==> config.mk <==
export PLATFORM = sky130hd
export DESIGN_NAME = tiny_cpu_sequencer
export DESIGN_NICKNAME = d
export VERILOG_FILES = /design/src/rtl/tiny_cpu_pkg.sv /design/src/rtl/tiny_cpu_sequencer_prog_mem.sv /design/src/rtl/tiny_cpu_sequencer.sv
export SDC_FILE = /design/constraint.sdc
export NUM_CORES = 1
export LEC_CHECK = 0
export CAP_MARGIN = 15
export CORE_UTILIZATION = 57
export CTS_CLUSTER_SIZE = 20
export DETAILED_ROUTE_END_ITERATION = 10
export PLACE_DENSITY = 0.76
export SETUP_SLACK_MARGIN = 0.02
export SLEW_MARGIN = 20
export SYNTH_ARGS = -nofsm -noshare
export SYNTH_HDL_FRONTEND = slang
export SYNTH_SLANG_ARGS = --single-unit
==> constraint.sdc <==
create_clock -name clk -period 5.1 [get_ports clk]
set_input_delay 0.765 -clock clk [delete_from_list [all_inputs] [get_ports clk]]
set_output_delay 0.765 -clock clk [all_outputs]
set_load 0.03 [all_outputs]
==> src/rtl/tiny_cpu_pkg.sv <==
// Shared encodings and sequencer state type for tiny_cpu and its program sequencer.
package tiny_cpu_pkg;

   localparam int INSTR_W = 8;

   localparam logic [INSTR_W-1:0] INSTR_NOP  = 8'h00;
   localparam logic [INSTR_W-1:0] INSTR_HALT = 8'hFF;

   typedef enum logic [1:0] {
      IDLE = 2'd0,
      RUN  = 2'd1,
      HALT = 2'd2
   } seq_state_t;

endpackage

==> src/rtl/tiny_cpu_sequencer_prog_mem.sv <==
// Instruction buffer: DEPTH x INSTR_W array, synchronous write, asynchronous read.
// Latency: read is combinational; a write is visible after the writing edge.
// Backpressure: none; the caller gates the write enable.
module seq_prog_mem
   import tiny_cpu_pkg::*;
#(
   parameter int DEPTH = 16,
   parameter int AW    = 4
) (
   input  logic               clk,
   input  logic               we,
   input  logic [AW-1:0]      waddr,
   input  logic [INSTR_W-1:0] wdata,
   input  logic [AW-1:0]      raddr,
   output logic [INSTR_W-1:0] rdata
);

   logic [INSTR_W-1:0] mem [DEPTH];

   always_ff @(posedge clk) begin
      if (we) mem[waddr] <= wdata;
   end

   assign rdata = mem[raddr];

endmodule

==> src/rtl/tiny_cpu_sequencer.sv <==
// Replays a byte-loaded program into tiny_cpu, free-running or one instruction per step edge.
// Latency: run/step sampled at edge N puts mem[pc] on cpu_instr right after edge N.
// Backpressure: none; writes are dropped outside IDLE or when the buffer is full.
module tiny_cpu_sequencer
   import tiny_cpu_pkg::*;
#(
   parameter int DEPTH = 16,
   parameter int AW    = 4
) (
   input  logic               clk,
   input  logic               rst_n,
   input  logic               prog_we,
   input  logic [INSTR_W-1:0] prog_wdata,
   input  logic               prog_clr,
   input  logic               rewind,
   input  logic               run,
   input  logic               step,
   input  logic               loop_en,
   output logic [INSTR_W-1:0] cpu_instr,
   output logic [AW-1:0]      pc,
   output logic [1:0]         state,
   output logic               full,
   output logic [7:0]         issued_cnt
);

   seq_state_t         state_q, state_d;
   logic [AW-1:0]      pc_q, pc_d;
   logic [AW:0]        wptr_q, wptr_d;
   logic [INSTR_W-1:0] instr_q, instr_d;
   logic [7:0]         cnt_q, cnt_d;
   logic               step_q;
   logic               step_rise;
   logic               mem_we;
   logic               issue;
   logic               at_last;
   logic               has_prog;
   logic [INSTR_W-1:0] rd_instr;

   seq_prog_mem #(.DEPTH(DEPTH), .AW(AW)) u_mem (
      .clk   (clk),
      .we    (mem_we),
      .waddr (wptr_q[AW-1:0]),
      .wdata (prog_wdata),
      .raddr (pc_q),
      .rdata (rd_instr)
   );

   assign full      = (wptr_q == (AW+1)'(DEPTH));
   assign has_prog  = (wptr_q != '0);
   assign step_rise = step & ~step_q;
   assign at_last   = ({1'b0, pc_q} == (wptr_q - 1'b1));

   always_comb begin
      state_d = state_q;
      pc_d    = pc_q;
      wptr_d  = wptr_q;
      instr_d = INSTR_NOP;
      cnt_d   = cnt_q;
      issue   = 1'b0;
      mem_we  = 1'b0;

      if (prog_clr) begin
         wptr_d  = '0;
         pc_d    = '0;
         state_d = IDLE;
         cnt_d   = '0;
      end else if (rewind) begin
         pc_d    = '0;
         state_d = IDLE;
      end else begin
         unique case (state_q)
            IDLE: begin
               if (prog_we) begin
                  mem_we = ~full;
               end else if (run && has_prog) begin
                  issue   = 1'b1;
                  state_d = RUN;
               end else if (step_rise && has_prog) begin
                  issue = 1'b1;
               end
            end
            RUN: begin
               if (run) issue = 1'b1;
               else     state_d = IDLE;
            end
            default: ;
         endcase
      end

      // HALT bytes stop the run in place; pc stays on the HALT so a resume cannot skip it
      if (issue) begin
         if (rd_instr == INSTR_HALT) begin
            state_d = HALT;
         end else begin
            instr_d = rd_instr;
            cnt_d   = cnt_q + 8'd1;
            if (at_last) begin
               if (loop_en) pc_d = '0;
               else         state_d = HALT;
            end else begin
               pc_d = pc_q + 1'b1;
            end
         end
      end

      if (mem_we) wptr_d = wptr_q + 1'b1;
   end

   always_ff @(posedge clk or negedge rst_n) begin
      if (!rst_n) begin
         state_q <= IDLE;
         pc_q    <= '0;
         wptr_q  <= '0;
         instr_q <= INSTR_NOP;
         cnt_q   <= '0;
         step_q  <= 1'b0;
      end else begin
         state_q <= state_d;
         pc_q    <= pc_d;
         wptr_q  <= wptr_d;
         instr_q <= instr_d;
         cnt_q   <= cnt_d;
         step_q  <= step;
      end
   end

   assign cpu_instr  = instr_q;
   assign pc         = pc_q;
   assign state      = state_q;
   assign issued_cnt = cnt_q;

endmodule

==> results.sh <==
export IMPL_synth_edf_count=128
export IMPL_core_um2=11000
export IMPL_wl_per_cell_um=22.5
export IMPL_synth_top_area_cell="edfxtp_1"
export IMPL_crit_type="flop to flop"
export IMPL_holdBufCountCts=0
export IMPL_maxCapViolCount=0
export IMPL_syn_nets=404
export IMPL_yosysMostFrequentCell="edfxtp_1"
export IMPL_n_antenna_cell=0
export IMPL_ctsResizeCount=0
export IMPL_synth_common_cells="edfxtp_1 (128), dfrtp_1 (28), nor2_1 (27), mux4_2 (22), mux2i_1 (17)"
export IMPL_ys_seq_area_frac=0.691
export IMPL_leakagePower_nw=2.61
export IMPL_setup_tns_final_ns=0
export IMPL_syn_avg_cell_area_um2=17.3
export IMPL_yosysTopAreaCellShare=0.584
export IMPL_dp_hpwl_um=8530
export IMPL_synthToLayoutAreaGrowth_pct=16.2
export IMPL_synth_flop_cell="edfxtp_1"
export IMPL_postCtsSetupRepairBufs=0
export IMPL_layout_drive_gt1_share=0.192
export IMPL_antenna_found_initial=0
export IMPL_fin_skew_ns=0.00977
export IMPL_status="completed"
export IMPL_critPathMaxFanout=29
export IMPL_combPwrFrac=0.033
export IMPL_clk_latency_ns=0.43
export IMPL_synthArstFlopShare=0.179
export IMPL_drtAntennaViolNets=0
export IMPL_rsz0062_at_grt="false"
export IMPL_netSwitchingPower_uw=601
export IMPL_pwr_density_cell_nw_per_um2=355
export IMPL_wirelength_um=13100
export IMPL_arrival_ns=3.87
export IMPL_grt_overflow=0
export IMPL_grt_total_usage=0.245
export IMPL_clock_sinks=156
export IMPL_vdd_ir_drop_worst_mv=0.294
export IMPL_ys_warn_count=0
export IMPL_numCtsBuffers=17
export IMPL_clk_pin_slew_ns=0.06
export IMPL_drv_slew=0
export IMPL_dieArea_um2=12000
export IMPL_maxSlewHeadroom=0.372
export IMPL_ys_ff_latch=156
export IMPL_end_kind="flop"
export IMPL_seq_power_share=0.513
export IMPL_worstMarginPinSlew_ns=0.938
export IMPL_vias_per_cell=6.19
export IMPL_vias=3610
export IMPL_drtPass1Iterations=5
export IMPL_io_pins=39
export IMPL_std_cell_rows=38
export IMPL_power_share_clock=0.453
export IMPL_power_switching_share=0.222
export IMPL_syn_inst=381
export IMPL_port_buffers=38
export IMPL_fin_nets=453
export IMPL_cts_tree="yes"
export IMPL_synth_area_leaders="edfxtp_1 (58%), dfrtp_1 (11%), mux4_2 (7.5%)"
export IMPL_finalSetupViolCount=0
export IMPL_finalHoldViolations=0
export IMPL_post_route_period_util=0.698
export IMPL_grt_pass1_wl_um=20200
export IMPL_cp_required_ns=5.41
export IMPL_r2r_cells=8
export IMPL_final_cells=583
export IMPL_die_h_um=109
export IMPL_htree_levels=4
export IMPL_drc=0
export IMPL_synth_distinct_cells=55
export IMPL_holdCritPathClass="flop to flop"
export IMPL_worstHoldPathCells=1
export IMPL_fin_crit_ns=3.56
export IMPL_cts_root_buf="clkbuf_16"
export IMPL_drt_iter0_drc=334
export IMPL_place_inst=551
export IMPL_crit_path_start_kind="flop"
export IMPL_cts_buffer_depth=2
export IMPL_internal_power_mw=2.11
export IMPL_grt_max_degree=31
export IMPL_final_util=0.693
export IMPL_fillers=704
export IMPL_die_w_um=109
export IMPL_grt_pass1_vias=3592
export IMPL_start_util=0.596
export IMPL_fmax_mhz=281
export IMPL_netlist_area_um2=6580
export IMPL_place_gp_congestion=0.809
[placed cells by master (no fill, tap or decap), types with 3 or more instances in the layout]
| cell type | n |
|---|---|
| dfrtp_1 | 27 |
| nor3_1 | 7 |
| nor2b_1 | 5 |
| mux4_2 | 22 |
| clkinvlp_4 | 3 |
| mux2i_1 | 17 |
| and3_1 | 5 |
| and2_1 | 3 |
| o21bai_1 | 4 |
| edfxtp_1 | 128 |
| ha_1 | 7 |
| nand2_1 | 14 |
| inv_6 | 5 |
| xnor2_1 | 5 |
| clkdlybuf4s50_1 | 38 |
| xor2_1 | 4 |
| nand2b_1 | 3 |
| nand3_1 | 5 |
| a21o_1 | 3 |
| a22oi_1 | 9 |
| a22oi_2 | 4 |
| a221oi_2 | 6 |
| o21ai_0 | 3 |
| clkbuf_16 | 17 |
| buf_4 | 7 |
| nor2_1 | 27 |
| a21oi_1 | 14 |
| inv_1 | 6 |
[flip-flops by register name (all words and copies together) (netlist names)]
name	count
u_mem.mem	128
issued_cnt	8
step_q	1
pc	4
cpu_instr	8
state	2
wptr_q	5
[per-layer routing]
layer / GRT usage / share of wire / vias up
met5: 0 / 0 / -
met3: 0.0705 / 0.064 / 15
met4: 0.0867 / 0.012 / 0
met2: 0.380 / 0.49 / 134
met1: 0.334 / 0.43 / 1850
li1: - / - / 1611
[worst paths after layout]
check                               from            end  slack [ns]
hold reg to reg            issued_cnt[2]  issued_cnt[2]        0.53
max in group asynchronous          rst_n          pc[0]        4.09
min in group asynchronous          rst_n   cpu_instr[2]        0.71
hold / removal             issued_cnt[2]  issued_cnt[2]        0.53
setup / recovery                   pc[0]  issued_cnt[5]        1.54
setup reg to reg                   pc[0]  issued_cnt[5]        1.54
[through the flow]
step | hold slack (ns) | worst slack (ns) | power (mW) | cell area, µm²
after floorplan | 0.469 | 2.47 | 1.47 | 6580
after global placement | 0.510 | 1.65 | 1.51 | 7060
after detailed placement | 0.522 | 1.55 | 1.51 | 7060
after CTS | 0.531 | 1.53 | 2.73 | 7640
after global routing | 0.554 | 1.24 | 2.78 | 7640
final | 0.533 | 1.54 | 2.71 | 7640
[cell type report]
type	count	area, µm²	share of cell area
timing repair buffer	45	433	0.0567
clock buffer	17	425	0.0557
multi-input combinational	203	1880	0.246
inverter	7	26.3	0.00344
sequential	156	4550	0.595
clock inverter	15	158	0.0206
tap	140	175	0.0229
[cells by family (layout without fill, tap and decap cells)]
logic type | count (synthesis) | after routing | share of synthesized area
AO/OA/AOI/OAI | 62 | 62 | 0.0839
XOR/XNOR | 9 | 9 | 0.0120
adder cells (fa/ha/maj) | 7 | 7 | 0.0133
buffers and inverters | 22 | 84 | 0.0234
flip-flops | 156 | 156 | 0.691
multiplexers | 45 | 45 | 0.116
AND/OR/NAND/NOR | 80 | 80 | 0.0603
[power by group through the flow]
stage | combinational [mW] | sequential, mW | clock [mW]
6_report | 0.0908 | 1.39 | 1.23
3_5_place_dp | 0.0909 | 1.42 | 0
3_3_place_gp | 0.0867 | 1.42 | 0
2_1_floorplan | 0.0485 | 1.42 | 0
5_1_grt | 0.0997 | 1.39 | 1.29
4_1_cts | 0.0914 | 1.39 | 1.24
[worst max-delay path, cell delays in order (launching register included)]
cell	delay, ns
dfrtp_2	0.93
buf_4	0.46
mux4_2	0.54
a22oi_1	0.22
nand2_1	0.07
a21boi_1	0.18
a41oi_4	0.51
nor2_2	0.13
a221o_1	0.38
Power figures use the tool's default switching activity.
==> RTL change 1, RTL diff (same settings) <==
`DEPTH` is set to 16 in 2 places; all go to 8.
--- a/src/rtl/tiny_cpu_sequencer_prog_mem.sv
+++ b/src/rtl/tiny_cpu_sequencer_prog_mem.sv
@@ -5,5 +5,5 @@
    import tiny_cpu_pkg::*;
 #(
-   parameter int DEPTH = 16,
+   parameter int DEPTH = 8,
    parameter int AW    = 4
 ) (
--- a/src/rtl/tiny_cpu_sequencer.sv
+++ b/src/rtl/tiny_cpu_sequencer.sv
@@ -5,5 +5,5 @@
    import tiny_cpu_pkg::*;
 #(
-   parameter int DEPTH = 16,
+   parameter int DEPTH = 8,
    parameter int AW    = 4
 ) (
Function: changed (a bounded check fails within 10 cycles, from zero or initial values and one cycle with rst_n low).
==> RTL change 1 against the original RTL <==
  * Clock power decreased by 58%
  * Combinational power is 32% lower
  * Wire length fell by 45%
  * Sequential cell count shrank 64
  * Via count down 36%
  * Register-to-register slack gained 0.20 ns
  * Design area down 40%
  * Total power decreased by 49%
  * Largest power group unchanged
  * Synthesized area decreased by 40%
  * Worst setup slack better by 0.19 ns
  * Non-clock buffer count decreased by 4
==> RTL change 1: results (changes against the original RTL) <==
| Metric | Value |
|---|---|
| Status | finished clean |
| Global-route wire length before repair | 11600 µm (-43%) |
| Met1 wire length | 3230 µm (-43%) |
| Clk_lat worst skew | 0.35 ns (-0.08 ns) |
| EDFF count, synth | 64 (-50%) |
| Syn nets | 284 (-30%) |
| Max rail drop VDD | 224 µV (-24%) |
| Post-placement cell count | 372 (-32%) |
| Buffer share of cell area | 0.0875 (+0.0308) |
| Global routing usage on met1 | 0.307 (-0.0268) |
| Multi-input combinational area share | 0.271 (+0.0257) |
| Met2 track demand over resource | 0.336 (-0.0436) |
| GRT Util Overall | 0.218 (-0.0269) |
| CP arrival | 3.60 ns (-0.27 ns) |
| Number of flip-flops in the largest register | 64 (-50%) |
| Top delay family on crit path | simple AND/OR/NAND/NOR gates |
| CTS sink cnt | 92 (-41%) |
| Max FO, Critical Path | 26 (-10%) |
| Via Count | 2306 (-36%) |
| GR met3 Demand/Resource | 0.0389 (-0.0316) |
| #MultiIn Comb | 155 (-24%) |
| Seq. cell area | 2620 µm² (-42%) |
| Inverters | 4 (-3) |
| Placed Area | 4390 µm² (-38%) |
| Root buf cell | clkbuf_8 |
| Netlist cell types | 44 (-20%) |
| Met2 WL | 3530 µm (-46%) |
| Dpl hpwl | 4690 µm (-45%) |
| P_leak | 0.00170 µW (-35%) |
| Layout clock area frac | 0.0465 (-0.0298) |
| Drt total wl | 7240 µm (-45%) |
| Slowest cell on crit path | or3_1 |
| Mean area per synthesized cell | 15.1 µm² (-13%) |
| Synth Area in Compound Gates | 0.0523 (-0.0316) |
[RTL change 1: changes by cell type in the layout (fill, tap and decap cells not counted), sizes merged, moves of 8 or more]
cell	delta
a221oi	-8
a22oi	-14
edfxtp	-64
mux2i	-16
mux4	-8
nand2	+13
inv	-10
[RTL change 1: path summary, 6_finish.rpt]
kind | start | endpoint | slack, ns | cells past startpoint
setup / recovery | prog_clr | pc[2] | 1.73 | 6
hold / removal | issued_cnt[7] | issued_cnt[7] | 0.54 | 1
setup reg to reg | pc[1] | pc[2] | 1.74 | 6
hold reg to reg | issued_cnt[7] | issued_cnt[7] | 0.54 | 1
max in group asynchronous | rst_n | pc[1] | 4.05 | 2
min in group asynchronous | rst_n | issued_cnt[1] | 0.80 | 2
[RTL change 1: power by group]
group,internal (µW),switching (µW),leakage [µW]
Combinational,26.8,34.5,0.000625
Clock,276,241,0.000108
Sequential,806,4.98,0.000964
Total,1110,280,0.00170
==> RTL change 2, RTL diff (same settings) <==
Made on the original files. Take the reset off `pc_q` and load it in a clocked block of its own.
--- a/src/rtl/tiny_cpu_sequencer.sv
+++ b/src/rtl/tiny_cpu_sequencer.sv
@@ -110,5 +110,4 @@
       if (!rst_n) begin
          state_q <= IDLE;
-         pc_q    <= '0;
          wptr_q  <= '0;
          instr_q <= INSTR_NOP;
@@ -117,5 +116,4 @@
       end else begin
          state_q <= state_d;
-         pc_q    <= pc_d;
          wptr_q  <= wptr_d;
          instr_q <= instr_d;
@@ -123,4 +121,8 @@
          step_q  <= step;
       end
+   end
+
+   always_ff @(posedge clk) begin
+      pc_q <= pc_d;
    end
 
Behaviour: differs if rst_n is asserted again (counterexample within 4 cycles, from zero or initial values and one cycle with rst_n low); with rst_n held inactive, the same outputs for 4 cycles.
==> RTL change 2 against the original RTL <==
  * Clock skew grew 0.012 ns
  * Worst setup slack lost 0.048 ns
  * Sequential power is essentially flat
  * Total power grew 0.71%
  * Design area shrank 0.38%
  * Wire length shrank 2.0%
  * Synthesized cell count is the same
  * Sequential cell count is the same
  * Synthesized area shrank 0.30%
==> RTL change 2: results (changes against the original RTL) <==
| Metric | Value |
|---|---|
| Global-route wire length before repair | 19300 µm (-4.2%) |
| Synth cell count leaders | edfxtp_1 (128), nor2_1 (27), dfrtp_1 (24) |
| Max FO, Critical Path | 27 (-6.9%) |
| P_leak | 0.00259 µW (-0.77%) |
| GRT Util Overall | 0.240 (-0.00503) |
| Initial antenna violation count | 1 (+1) |
| Share of cells above drive strength 1 | 0.193 (+0.00131) |
| Async SR Flop Fraction | 0.154 (-0.0256) |
| Dpl hpwl | 8280 µm (-2.9%) |
| Hold WC Path Type | input pin to async pin |
| Fillers | 711 (+0.99%) |
| Synth Area in Compound Gates | 0.0842 (+0.000256) |
| Slowest cell on crit path | dfxtp_2 |
| Xor and xnor area share after synthesis | 0.0120 (+0.0000366) |
| R2R cell count | 7 (-1) |
| Mux cell area share after synthesis | 0.116 (+0.000354) |
| Routed wire per std cell | 22.2 µm (-1.5%) |
| Pin count of the biggest net entering global routing | 32 (+3.2%) |
| RR Startpoint | pc[0] |
| R2R setup slack | 1.49 ns (-0.05 ns) |
| Ranking of synthesized cells by area | edfxtp_1 (59%), dfrtp_1 (9.2%), mux4_2 (7.6%) |
| Via Count | 3597 (-0.36%) |
| Adder-Cell Fraction of Synth Area | 0.0134 (+0.0000407) |
| Cell-internal power | 2150 µW (+1.9%) |
| Placed Area | 7030 µm² (-0.46%) |
| Netlist cell types | 56 (+1.8%) |
| Status | finished clean |
==> RTL change 2: cell types whose count changed after synthesis <==
cell,before,now
dfrtp_1,28,24
dfxtp_1,0,4
==> RTL change 2: per-layer routing <==
| layer | global-route usage | wire length, µm |
|---|---|---|
| met4 | 0.113 | 189 |
| met2 | 0.351 | 6020 |
| met1 | 0.333 | 5830 |
| met3 | 0.0693 | 812 |
| met5 | 0 | 13 |
==> RTL change 2: worst min path at each step <==
stage / slack (ns) / cells after the start / startpoint / to
after floorplan: 0.47 / 0 / rst_n / cpu_instr[0]
after global placement: 0.51 / 1 / issued_cnt[2] / issued_cnt[2]
after detailed placement: 0.52 / 1 / issued_cnt[2] / issued_cnt[2]
after CTS: 0.53 / 1 / issued_cnt[2] / issued_cnt[2]
after global routing: 0.36 / 1 / rst_n / issued_cnt[6]
final: 0.33 / 1 / rst_n / issued_cnt[6]
==> RTL change 2: final cells by class <==
type	instances	area (µm²)	share of cell area
timing repair buffer	42	405	0.0533
clock inverter	15	166	0.0219
tap	140	175	0.0230
sequential	156	4530	0.595
multi-input combinational	203	1890	0.248
inverter	7	26.3	0.00345
clock buffer	17	425	0.0559
==> RTL change 2: critical path: cells and delay by family, from the launching register on <==
family,cells,cell delay [ns]
and+or+nand+nor,1,0.13
AOI/OAI and AO/OA,4,1.38
DFF,1,0.93
buffers and inverters,1,0.48
muxes,1,0.55
==> RTL change 2: stage by stage <==
stage	std cells	util	hold slack (ns)	setup WS (ns)	total power (µW)
6_report	580	0.690	0.326	1.49	2730
5_1_grt	580	0.690	0.361	1.29	2800
4_1_cts	580	0.691	0.527	1.51	2750
3_5_place_dp	548	0.637	0.518	1.52	1510
3_3_place_gp	548	0.637	0.508	1.62	1500
2_1_floorplan	381	-	0.469	2.47	1470
